`src/rtl/reduction_lut_loader.sv`:
```
// Runtime loader for the modular squarer's reduction LUT bank.
// Assembles CHUNK_LEN-bit stream beats into LUT_WIDTH-bit rows and writes them
// in order: RAM 0 rows 0..NUM_LUT_ENTRIES-1, then RAM 1, and so on.
// Within each RAM the lower half of the rows is the low half and the upper
// half is the high half. The host sends them in that order, so the loader
// needs no extra logic for the split.
// load_done stays low until the last row of the last RAM has been written.
module reduction_lut_loader #(
   parameter int NUM_ROMS        = 33,
   parameter int NUM_LUT_ENTRIES = 512,
   parameter int LUT_WIDTH       = 1024,
   parameter int CHUNK_LEN       = 32,
   localparam int SEL_W = (NUM_ROMS > 1) ? $clog2(NUM_ROMS) : 1,
   localparam int ROW_W = (NUM_LUT_ENTRIES > 1) ? $clog2(NUM_LUT_ENTRIES) : 1
) (
   input  logic                 clk,
   input  logic                 reset,
   input  logic                 load_start,
   input  logic                 load_abort,
   input  logic                 cfg_valid,
   input  logic [CHUNK_LEN-1:0] cfg_data,
   output logic                 cfg_ready,
   output logic                 lut_we,
   output logic [SEL_W-1:0]     lut_sel,
   output logic [ROW_W-1:0]     lut_waddr,
   output logic [LUT_WIDTH-1:0] lut_wdata,
   output logic                 load_busy,
   output logic                 load_done
);

   localparam int CHUNKS  = LUT_WIDTH / CHUNK_LEN;
   localparam int CHUNK_W = (CHUNKS > 1) ? $clog2(CHUNKS) : 1;

   localparam logic [CHUNK_W-1:0] LAST_CHUNK = CHUNK_W'(CHUNKS - 1);
   localparam logic [ROW_W-1:0]   LAST_ROW   = ROW_W'(NUM_LUT_ENTRIES - 1);
   localparam logic [SEL_W-1:0]   LAST_ROM   = SEL_W'(NUM_ROMS - 1);

   // A row must be a whole number of beats, otherwise packing is undefined
   generate
      if (LUT_WIDTH % CHUNK_LEN != 0) begin : g_bad_chunking
         $error("reduction_lut_loader: LUT_WIDTH must be a multiple of CHUNK_LEN");
      end
   endgenerate

   typedef enum logic [1:0] {
      IDLE = 2'd0,
      LOAD = 2'd1,
      DONE = 2'd2
   } state_t;

   state_t state;
   state_t next_state;

   logic [CHUNK_W-1:0]   chunk_cnt;
   logic [ROW_W-1:0]     row_cnt;
   logic [SEL_W-1:0]     rom_cnt;
   logic [LUT_WIDTH-1:0] asm_reg;
   logic [LUT_WIDTH-1:0] asm_next;
   logic                 accept;
   logic                 last_beat;
   logic                 final_entry;

   // The stream is only consumed while loading. Outside LOAD the host stalls.
   assign cfg_ready   = (state == LOAD);
   assign load_busy   = (state == LOAD);
   assign accept      = cfg_valid & cfg_ready;
   assign last_beat   = accept && (chunk_cnt == LAST_CHUNK);
   assign final_entry = (rom_cnt == LAST_ROM) && (row_cnt == LAST_ROW);

   // Next-state logic. Abort wins over start, and start is ignored while loading.
   always_comb begin
      next_state = state;
      case (state)
         IDLE: begin
            if (load_start && !load_abort) begin
               next_state = LOAD;
            end
         end
         LOAD: begin
            if (load_abort) begin
               next_state = IDLE;
            end else if (last_beat && final_entry) begin
               next_state = DONE;
            end
         end
         DONE: begin
            if (load_abort) begin
               next_state = IDLE;
            end else if (load_start) begin
               next_state = LOAD;
            end
         end
         default: next_state = IDLE;
      endcase
   end

   // Merge the incoming beat into its slot of the entry being assembled (LSB chunk first)
   always_comb begin
      asm_next = asm_reg;
      for (int k = 0; k < CHUNKS; k++) begin
         if (chunk_cnt == CHUNK_W'(k)) begin
            asm_next[k*CHUNK_LEN +: CHUNK_LEN] = cfg_data;
         end
      end
   end

   // State register
   always_ff @(posedge clk) begin
      if (reset) begin
         state <= IDLE;
      end else begin
         state <= next_state;
      end
   end

   // Chunk/row/rom counters and assembly buffer. Outside LOAD they are held at zero,
   // so any partial entry is discarded and every new load restarts at rom 0, row 0.
   always_ff @(posedge clk) begin
      if (reset) begin
         chunk_cnt <= '0;
         row_cnt   <= '0;
         rom_cnt   <= '0;
         asm_reg   <= '0;
      end else if (state != LOAD) begin
         chunk_cnt <= '0;
         row_cnt   <= '0;
         rom_cnt   <= '0;
      end else if (accept) begin
         asm_reg <= asm_next;
         if (last_beat) begin
            chunk_cnt <= '0;
            if (row_cnt == LAST_ROW) begin
               row_cnt <= '0;
               rom_cnt <= (rom_cnt == LAST_ROM) ? '0 : rom_cnt + SEL_W'(1);
            end else begin
               row_cnt <= row_cnt + ROW_W'(1);
            end
         end else begin
            chunk_cnt <= chunk_cnt + CHUNK_W'(1);
         end
      end
   end

   // Write port. The completed entry is copied out here, which frees the assembly
   // buffer immediately and allows one beat per cycle. The address and data outputs
   // hold their last values when no write is issued.
   always_ff @(posedge clk) begin
      if (reset) begin
         lut_we    <= 1'b0;
         lut_sel   <= '0;
         lut_waddr <= '0;
         lut_wdata <= '0;
      end else begin
         lut_we <= last_beat;
         if (last_beat) begin
            lut_sel   <= rom_cnt;
            lut_waddr <= row_cnt;
            lut_wdata <= asm_next;
         end
      end
   end

   // load_done rises one cycle after the final write and clears when DONE is left
   always_ff @(posedge clk) begin
      if (reset) begin
         load_done <= 1'b0;
      end else begin
         load_done <= (state == DONE) && (next_state == DONE);
      end
   end

endmodule
```
`config.mk`:
```
export PLATFORM = sky130hd
export DESIGN_NAME = reduction_lut_loader
export DESIGN_NICKNAME = d
export VERILOG_FILES = /design/src/rtl/reduction_lut_loader.sv
export SDC_FILE = /design/constraint.sdc
export NUM_CORES = 2
export LEC_CHECK = 0
export ABC_AREA = 1
export CELL_PAD_IN_SITES_DETAIL_PLACEMENT = 0
export CELL_PAD_IN_SITES_GLOBAL_PLACEMENT = 1
export CORE_ASPECT_RATIO = 0.9
export CORE_MARGIN = 2
export CORE_UTILIZATION = 45
export CTS_BUF_LIST = sky130_fd_sc_hd__clkbuf_4
export CTS_CLUSTER_DIAMETER = 200
export DETAILED_ROUTE_END_ITERATION = 10
export GPL_ROUTABILITY_DRIVEN = 0
export PLACE_DENSITY_LB_ADDON = 0.1
export REMOVE_ABC_BUFFERS = 1
export SLEW_MARGIN = 20
export SYNTH_ARGS = -nofsm -noshare
export SYNTH_HDL_FRONTEND = slang
export SYNTH_SLANG_ARGS = --single-unit
export TNS_END_PERCENT = 30
```
`constraint.sdc`:
```
create_clock -name clk -period 5.5 [get_ports clk]
set_input_delay 0.55 -clock clk [delete_from_list [all_inputs] [get_ports clk]]
set_output_delay 0.55 -clock clk [all_outputs]
set_load 0.1 [all_outputs]
```
==> results by group <==
Status
  – Status: complete, no violations

Synth
  – Synthesized instance count: 12.29k
  – #FFs+latches synth: 2055
  – Mean Syn Cell Area: 7.222 µm²
  – Cell variety after synth: 34
  – Synth top area cells: dfxtp_1 (46%), o21ai_0 (13%), inv_1 (13%)
  – Yosys synthesis warning count: 0
  – Post-synth top flop: dfxtp_1
  – Yosys top cell by area: dfxtp_1
  – Synthesized area: 88790 µm²
  – Compound-cell area share of the yosys netlist: 0.3033
  – Sequential-to-total area share from yosys stat: 0.4633
  – Xor/xnor share of the synthesized area: 0.0003946
  – Async S/R FF share, synth: 0
  – Synth top area share: 0.4633
  – EDFF count, synth: 0
  – Commonest cells post-synth: inv_1 (2961), o21ai_0 (2306), dfxtp_1 (2055)
  – Mux cell area share after synthesis: 0
  – Top-count cell post-synth: inv_1
  – Simple-Gate Fraction of Synth Area: 0.06140
  – Post-synthesis adder-cell area fraction: 0.001409
  – Main combinational cell family by area after synthesis: compound AO/OA/AOI/OAI gates

Critical path
  – Crit path cell chain: ha_1 -> inv_1 -> nor2_1 -> ha_1 -> nand4_1 -> buf_12 -> buf_12 -> nor2_2 -> nand2_1 -> nand2_1 -> a21oi_1 -> dlygate4sd3_1
  – Crit path launch type: flip-flop
  – CP top delay family: buffers and inverters
  – Critical Path End Type: flip-flop
  – Worst r2r src: chunk_cnt[0]
  – CP max stage cell: dlygate4sd3_1
  – Req. time, crit path: 6.75 ns
  – WP buf/inv: 4
  – Crit path kind: flip-flop to flip-flop
  – CP max FO: 163
  – CP arrival: 5.23 ns
  – CP startpoint: chunk_cnt[0]
  – CP max stage delay: 0.61 ns

Clocking
  – Clock buffer count from CTS: 582
  – Cts repair resizes: 0
  – CTS H-tree depth: 6
  – Clk Latency, worst-skew pair: 1.44 ns
  – Deepest clock path buffer count: 4
  – CTS tree: done
  – Clock root buffer: clkbuf_4
  – Reg clk slew, reported paths: 0.07 ns
  – Clk sinks: 2055

Timing
  – WHS: 0.1774 ns
  – Least-Margin Pin Slew: 1.348 ns
  – Post-Route Setup TNS: 0 ns
  – Fin crit share: 0.7239
  – Final hold violations: 0
  – Final setup viols: 0
  – RSZ-0062 raised after global routing: false
  – Slew margin rel.: 0.1010
  – Pins Over Slew Limit: 0
  – Fmax: 251.2 MHz
  – Minimum clock period: 3.981 ns
  – Worst Skew: 0.09790 ns

Floorplanning
  – Core Rows: 154
  – Horiz. Die Dim: 472.2 µm
  – Starting Density: 0.4531
  – Die area: 200900 µm²
  – Core ar.: 196000 µm²
  – IO Count: 1080
  – Die Y: 425.4 µm

Placed design
  – Post-detail-place hpwl: 191.6 mm
  – Placed Instances: 15.09k
  – I/O Buffers: 1079

Cells and area
  – Max FFs per register: 1024
  – # fillers: 18.77k
  – Layout cells sized above 1: 0.08663
  – Register area: 41140 µm²
  – Area of the multi-input gates: 32610 µm²
  – Non-filler cells, final: 16.11k
  – Fin nets: 13.18k
  – Final core utilization: 0.5482
  – Syn-to-layout area delta: 20.99%

Route
  – Antenna Nets Post-Route: 0
  – Initial DRC count: 6188
  – DR pass1 iterations: 6
  – Total vias in the final route: 82.31k
  – Wire per inst: 19.98 µm
  – Routed wire length: 321.8 mm
  – Via density: 5.110
  – DRC viols: 0

Power and ir drop
  – IR drop worst, VDD: 0.2295 mV
  – Tot Pwr: 31.01 mW
  – Leak Pwr: 53.76 nW
  – Pwr/cell area: 288.7 nW/µm²

Global route
  – Initial antenna violation count: 27
  – Grt ovf: 0
  – Largest net degree at the start of global routing: 204
  – Global-route wire length before repair: 472.1 mm
  – Vias in the first global route: 75.57k
  – GRT Total Usage: 0.3083

Job
  – Max Cap Viol: 0

Min path
  – Min-delay src: reset
  – Hold Path Class: input pin to flip-flop
==> report_power, final <==
part	internal, mW	total, mW	switching (mW)	leakage [nW]
sequential	15.2	15.3	0.143	16.6
clock	7.48	14.0	6.50	4.32
combinational	0.478	1.70	1.22	32.8
total	23.2	31.0	7.86	53.8
==> timing repair <==
| item | CTS | global route |
|---|---|---|
| endpoints found under the hold margin | 432 | 0 |
| setup buffers | 0 | 0 |
| hold buffers | 37 | 0 |
==> worst paths after layout <==
check | depth (start not counted) | endpoint | slack, ns
hold / removal | 5 | asm_reg[808] | 0.18
hold reg to reg | 2 | lut_wdata[992] | 0.45
setup / recovery | 12 | state[0] | 1.52
setup reg to reg | 12 | state[0] | 1.52
==> layout make-up <==
type                       instances  area share
sequential                      2055      0.3829
antenna                           17   0.0003960
multi-input combinational       6302      0.3035
clock inverter                    64    0.002725
tap                             2574     0.02998
clock buffer                     905     0.06324
inverter                        2968      0.1039
timing repair buffer            1223      0.1133
==> cells in the final DEF, fill, tap and decap left out, types with 11 or more instances in the layout <==
cell type,instances
a21oi_1,1080
buf_12,34
buf_2,23
buf_4,116
clkbuf_4,905
clkdlybuf4s50_1,1010
clkinv_1,52
dfxtp_1,2055
diode_2,17
dlygate4sd3_1,37
inv_1,2928
inv_2,48
nand2_1,1206
nand3_1,51
nand3_2,11
nand3_4,13
nor2_1,50
o21a_1,897
o21ai_0,2306
o21ai_1,646
==> worst min-delay path: stages <==
cell           delay [ns]
dlygate4sd3_1        0.56
buf_8                0.24
a21oi_1              0.06
o21ai_0              0.06
inv_1                0.04
==> metal layers <==
metal	track usage	vias up	wire length (µm)	share of wire
li1	-	40680	-	-
met1	0.3680	38260	130600	0.41
met2	0.4928	2644	145700	0.45
met3	0.06691	733	21340	0.066
met4	0.2198	0	24260	0.075
met5	0	-	0	0
==> stage by stage <==
| step | setup slack [ns] | area (µm²) |
|---|---|---|
| final | 1.519 | 107400 |
| after global routing | 1.340 | 107400 |
| after CTS | 1.434 | 107500 |
| after detailed placement | 1.911 | 100000 |
| after global placement | 1.889 | 100100 |
| after floorplan | -39.54 | 84830 |
==> cell families after synthesis <==
kind of cell    count (synthesis)
buf+inv                      3937
compound gates               4932
simple gates                 1356
xor+xnor                        4
fa+ha+maj                      10
flops                        2055
(Power assumes the default switching activity.)
